### config.mk
export PLATFORM = sky130hd
export DESIGN_NAME = pc_update
export DESIGN_NICKNAME = d
export VERILOG_FILES = /design/src/rtl/pc_update.sv
export SDC_FILE = /design/constraint.sdc
export NUM_CORES = 1
export LEC_CHECK = 0
export CAP_MARGIN = 30
export CORE_MARGIN = 1.5
export CORE_UTILIZATION = 40
export CTS_CLUSTER_SIZE = 8
export DETAILED_ROUTE_END_ITERATION = 6
export PLACE_DENSITY = 0.74
export SLEW_MARGIN = 10
export SYNTH_ARGS = -nofsm -noshare
export SYNTH_HDL_FRONTEND = slang
export SYNTH_SLANG_ARGS = --single-unit
### constraint.sdc
create_clock -name clock -period 2.3 [get_ports clock]
set_input_delay 0.23 -clock clock [delete_from_list [all_inputs] [get_ports clock]]
set_output_delay 0.23 -clock clock [all_outputs]
set_load 0.02 [all_outputs]
### src/rtl/pc_update.sv
// Fetch-stage program counter with redirect handling and a fixed-length flush window.
// Optional misaligned-target trap enabled by defining PC_MISALIGN_CHECK_EN.
module pc_update #(
   parameter int                    ADDR_WIDTH   = 32,
   parameter logic [ADDR_WIDTH-1:0] RESET_PC     = '0,
   parameter int                    INSTR_BYTES  = 4,
   parameter int                    FLUSH_CYCLES = 2
) (
   input  logic                  clock,
   input  logic                  reset_n,
   input  logic [1:0]            pc_src,
   input  logic [ADDR_WIDTH-1:0] branch_target,
   input  logic [ADDR_WIDTH-1:0] jump_target,
   input  logic                  stall,
   output logic [ADDR_WIDTH-1:0] pc,
   output logic [ADDR_WIDTH-1:0] pc_next_seq,
   output logic                  fetch_valid,
   output logic                  flush,
   output logic                  redirect
`ifdef PC_MISALIGN_CHECK_EN
   ,
   output logic                  misalign_fault
`endif
);

   typedef enum logic [1:0] {
      IDLE  = 2'd0,
      RUN   = 2'd1,
      FLUSH = 2'd2,
      HALT  = 2'd3
   } state_t;

   localparam logic [ADDR_WIDTH-1:0] PC_STEP    = ADDR_WIDTH'(INSTR_BYTES);
   localparam logic [3:0]            FLUSH_LOAD = 4'(FLUSH_CYCLES);
`ifdef PC_MISALIGN_CHECK_EN
   localparam logic [ADDR_WIDTH-1:0] ALIGN_MASK = ADDR_WIDTH'(INSTR_BYTES - 1);
`endif

   state_t                  state_q, state_d;
   logic [ADDR_WIDTH-1:0]   pc_q, pc_d;
   logic [3:0]              cnt_q, cnt_d;
   logic                    flush_q, flush_d;
   logic                    redirect_q, redirect_d;
`ifdef PC_MISALIGN_CHECK_EN
   logic                    misalign_q, misalign_d;
`endif

   logic                    is_jump;
   logic                    is_branch;
   logic [ADDR_WIDTH-1:0]   target;

   assign is_jump     = (pc_src == 2'b10);
   assign is_branch   = (pc_src == 2'b01);
   assign target      = is_jump ? jump_target : branch_target;
   assign pc_next_seq = pc_q + PC_STEP;

   always_comb begin
      state_d    = state_q;
      pc_d       = pc_q;
      cnt_d      = cnt_q;
      flush_d    = flush_q;
      redirect_d = 1'b0;
`ifdef PC_MISALIGN_CHECK_EN
      misalign_d = misalign_q;
`endif
      case (state_q)
         IDLE: state_d = RUN;
         RUN, FLUSH: begin
            if (is_jump || is_branch) begin
`ifdef PC_MISALIGN_CHECK_EN
               if ((target & ALIGN_MASK) != '0) begin
                  state_d    = HALT;
                  misalign_d = 1'b1;
                  flush_d    = 1'b1;
               end else begin
                  pc_d       = target;
                  redirect_d = 1'b1;
                  flush_d    = 1'b1;
                  cnt_d      = FLUSH_LOAD;
                  state_d    = FLUSH;
               end
`else
               pc_d       = target;
               redirect_d = 1'b1;
               flush_d    = 1'b1;
               cnt_d      = FLUSH_LOAD;
               state_d    = FLUSH;
`endif
            end else begin
               if (!stall) begin
                  pc_d = pc_next_seq;
               end
               // The flush window keeps counting down even while decode stalls.
               if (state_q == FLUSH) begin
                  if (cnt_q <= 4'd1) begin
                     cnt_d   = 4'd0;
                     flush_d = 1'b0;
                     state_d = RUN;
                  end else begin
                     cnt_d = cnt_q - 4'd1;
                  end
               end
            end
         end
         default: begin
`ifdef PC_MISALIGN_CHECK_EN
            flush_d = 1'b1;
`else
            state_d = IDLE;
`endif
         end
      endcase
   end

   always_ff @(posedge clock or negedge reset_n) begin
      if (!reset_n) begin
         state_q    <= IDLE;
         pc_q       <= RESET_PC;
         cnt_q      <= 4'd0;
         flush_q    <= 1'b0;
         redirect_q <= 1'b0;
`ifdef PC_MISALIGN_CHECK_EN
         misalign_q <= 1'b0;
`endif
      end else begin
         state_q    <= state_d;
         pc_q       <= pc_d;
         cnt_q      <= cnt_d;
         flush_q    <= flush_d;
         redirect_q <= redirect_d;
`ifdef PC_MISALIGN_CHECK_EN
         misalign_q <= misalign_d;
`endif
      end
   end

   assign pc          = pc_q;
   assign flush       = flush_q;
   assign redirect    = redirect_q;
   assign fetch_valid = ((state_q == RUN) || (state_q == FLUSH)) && !flush_q && !stall;
`ifdef PC_MISALIGN_CHECK_EN
   assign misalign_fault = misalign_q;
`endif

endmodule

==> results_dict.tcl <==
set metrics [dict create \
    clock_latency_ns 0.29 \
    critPathLaunchType "flop" \
    ys_ff_latch 40 \
    cts.sinks 40 \
    syn_area_sq_um 3360 \
    synthCells 400 \
    hold_viol_final 0 \
    crit_path_max_fanout 4 \
    synth_edf_count 0 \
    drc 0 \
    core_area_sq_um 8180 \
    ys_warn_count 0 \
    cts_max_level 2 \
    grt_setup_unrepaired "yes" \
    placed_area_sq_um 5230 \
    final_max_slew_viol_count 0 \
    peakVddDrop_mv 0.704 \
    fin_tns_setup_ns 0 \
    drtPass1Iterations 4 \
    stdcell_area_sq_um 5460 \
    fin_nets 663 \
    drt-total-wl_um 11200 \
    port_buffers 135 \
    cp-end-kind "primary output" \
    num_vias 3868 \
    grt_antenna_before_repair 0 \
    hold_path_class "in2async" \
    routedWlPerCell_um 16.2 \
    async_flop_share_pct 100 \
    fmax_mhz 439 \
    synth_top_area_share_pct 29.8 \
    ios 136 \
    most-common-layout-cells "109 x clkdlybuf4s50_1, 86 x buf_4, 39 x dfrtp_1, 38 x nand2_1, 32 x a21oi_1" \
    grt_pass1_wl_um 17700 \
    start_util_pct 41.2 \
    status "complete, no violations" \
    routed_via_density 5.58 \
    grt_remaining_overflow 0 \
    worst_ep_required_time_ns 2.07 \
    synth_flop_cell "dfrtp_1" \
    postLayoutCoreUtil_pct 66.8 \
    power_density_nw_per_um2 1330 \
    slew_headroom_pct 62.1 \
    cp.arrival_ns 2.05 \
    grt_pass1_vias 3738 \
    ys_seq_area_share_pct 29.8 \
    dieHeight_um 94.7 \
    clk_pin_slew_ns 0.08 \
    cts_tree "yes" \
    finClkSkew_ns 0.00472 \
    synth_area_leaders "dfrtp_1 30%, mux2_2 8.7%, mux2i_1 6.0%" \
    period_minus_slack_ns 2.28 \
    finalCritPeriodShare_pct 99.1 \
    yosysUniqueCellTypes 46 \
    fp.dieArea_sq_um 8970 \
    ant_nets 0 \
    grt_max_degree 41 \
    synth.net_count 476 \
    cts_buffer_depth 2 \
    cts-buffers-inserted 5 \
    syn_area_per_cell_sq_um 8.41 \
    cts_root_buffer "clkbuf_8" \
    synth_top_area_cell "dfrtp_1" \
    first_iter_violations 168 \
    diodes 0 \
    rows 33 \
    drive_gt1_share_pct 28.1 \
    power_leakage_uw 0.00231 \
    final-setup-viol-count 0 \
    final_common_cell "clkdlybuf4s50_1" \
    path_class "reg2out" \
    nFillCells 664 \
    area_growth_pct 62.3 \
    cap_violations 0 \
    gp_congestion 0.859 \
    worst_pin_slew_ns 0.564 \
    dp_hpwl_um 8420 \
    fp.dieW_um 94.7 \
    grt_use_total_pct 24.9 \
]
-- area by class of cell --
| cell class | count | area [sq um] | share of cell area [%] |
|---|---|---|---|
| sequential | 40 | 1000 | 18.4 |
| inverter | 16 | 60.1 | 1.10 |
| multi-input combinational | 306 | 2220 | 40.6 |
| timing repair buffer | 218 | 1920 | 35.2 |
| clock buffer | 7 | 96.3 | 1.76 |
| tap | 105 | 131 | 2.41 |
| clock inverter | 1 | 30.0 | 0.550 |
-- critical path: stages (launching register included) --
cell and delay, ns:
dfrtp_1 0.38, ha_2 0.19, and4_4 0.23, nand4_4 0.14
buf_4 0.18, buf_4 0.15, nor2_4 0.08, nand2_1 0.07
xnor2_1 0.17, buf_4 0.17
-- power breakdown --
part | leakage (uW) | switching, uW | internal, uW
clock network | 0.0000645 | 261 | 383
registers | 0.000472 | 288 | 1060
logic | 0.00177 | 2890 | 2400
-- cells in the mapped netlist (3+ instances only) --
library cell / n
xor2_1: 14
xnor2_1: 14
nor3_1: 16
a21oi_1: 32
clkbuf_1: 20
nor2_1: 23
o21ai_0: 10
nor4_1: 5
nand2_1: 38
nand4_1: 7
buf_2: 9
o22ai_1: 30
dfrtp_1: 40
buf_1: 5
mux2i_1: 20
o221ai_1: 3
and4_1: 6
buf_4: 4
nand3_1: 18
ha_1: 7
and3_1: 6
mux2_2: 26
nor4_2: 3
inv_1: 15
-- state kept, by name (all words and copies together), names as in the netlist --
signal	cells
pc	32
cnt_q	4
state_q	2
flush	1
redirect	1
-- kinds of logic after synthesis --
kind of cell | share of synthesized area, %
AND/OR/NAND/NOR | 22.8
AO/OA/AOI/OAI | 16.1
buffers and inverters | 6.81
multiplexers | 14.7
flip-flops | 29.8
XOR/XNOR | 7.29
adder cells (fa/ha/maj) | 2.60
-- timing repair --
item | in CTS | in global routing
setup endpoints to repair | 24 | 19
resized for setup | 72 | 38
pin swaps | 1 | 5
hold buffers | 0 | 1
endpoints found under the hold margin | 0 | 7
setup buffers | 3 | 6
-- through the flow --
step	setup WS [ns]	power [uW]	hold WS, ns	instances
5_1_grt	-0.0700	7750	0.329	693
6_report	0.0199	7280	0.323	693
3_5_place_dp	-0.182	6600	0.420	674
3_3_place_gp	-0.153	6450	0.415	674
4_1_cts	-0.170	7200	0.0974	685
2_1_floorplan	0.0104	4210	-0.0656	400
-- final timing paths --
kind	from	endpoint	slack [ns]	cells past startpoint
max	pc[2]	pc_next_seq[22]	0.02	9
min	reset_n	cnt_q[0]	0.32	2
max reg2reg	pc[2]	pc[28]	0.21	8
min reg2reg	cnt_q[1]	cnt_q[1]	0.51	2
max in group asynchronous	reset_n	pc[8]	1.52	3
min in group clock	cnt_q[1]	cnt_q[1]	0.51	2
-- layer usage --
metal / track usage [%] / share of wire [%] / up-vias
met2: 44.3 / 51 / 173
met1: 30.0 / 40 / 1837
met4: 9.20 / 2.2 / 0
li1: - / - / 1834
met5: 0 / 0 / -
met3: 3.86 / 6.7 / 24
Note: power is estimated with default switching activity, not from simulation.
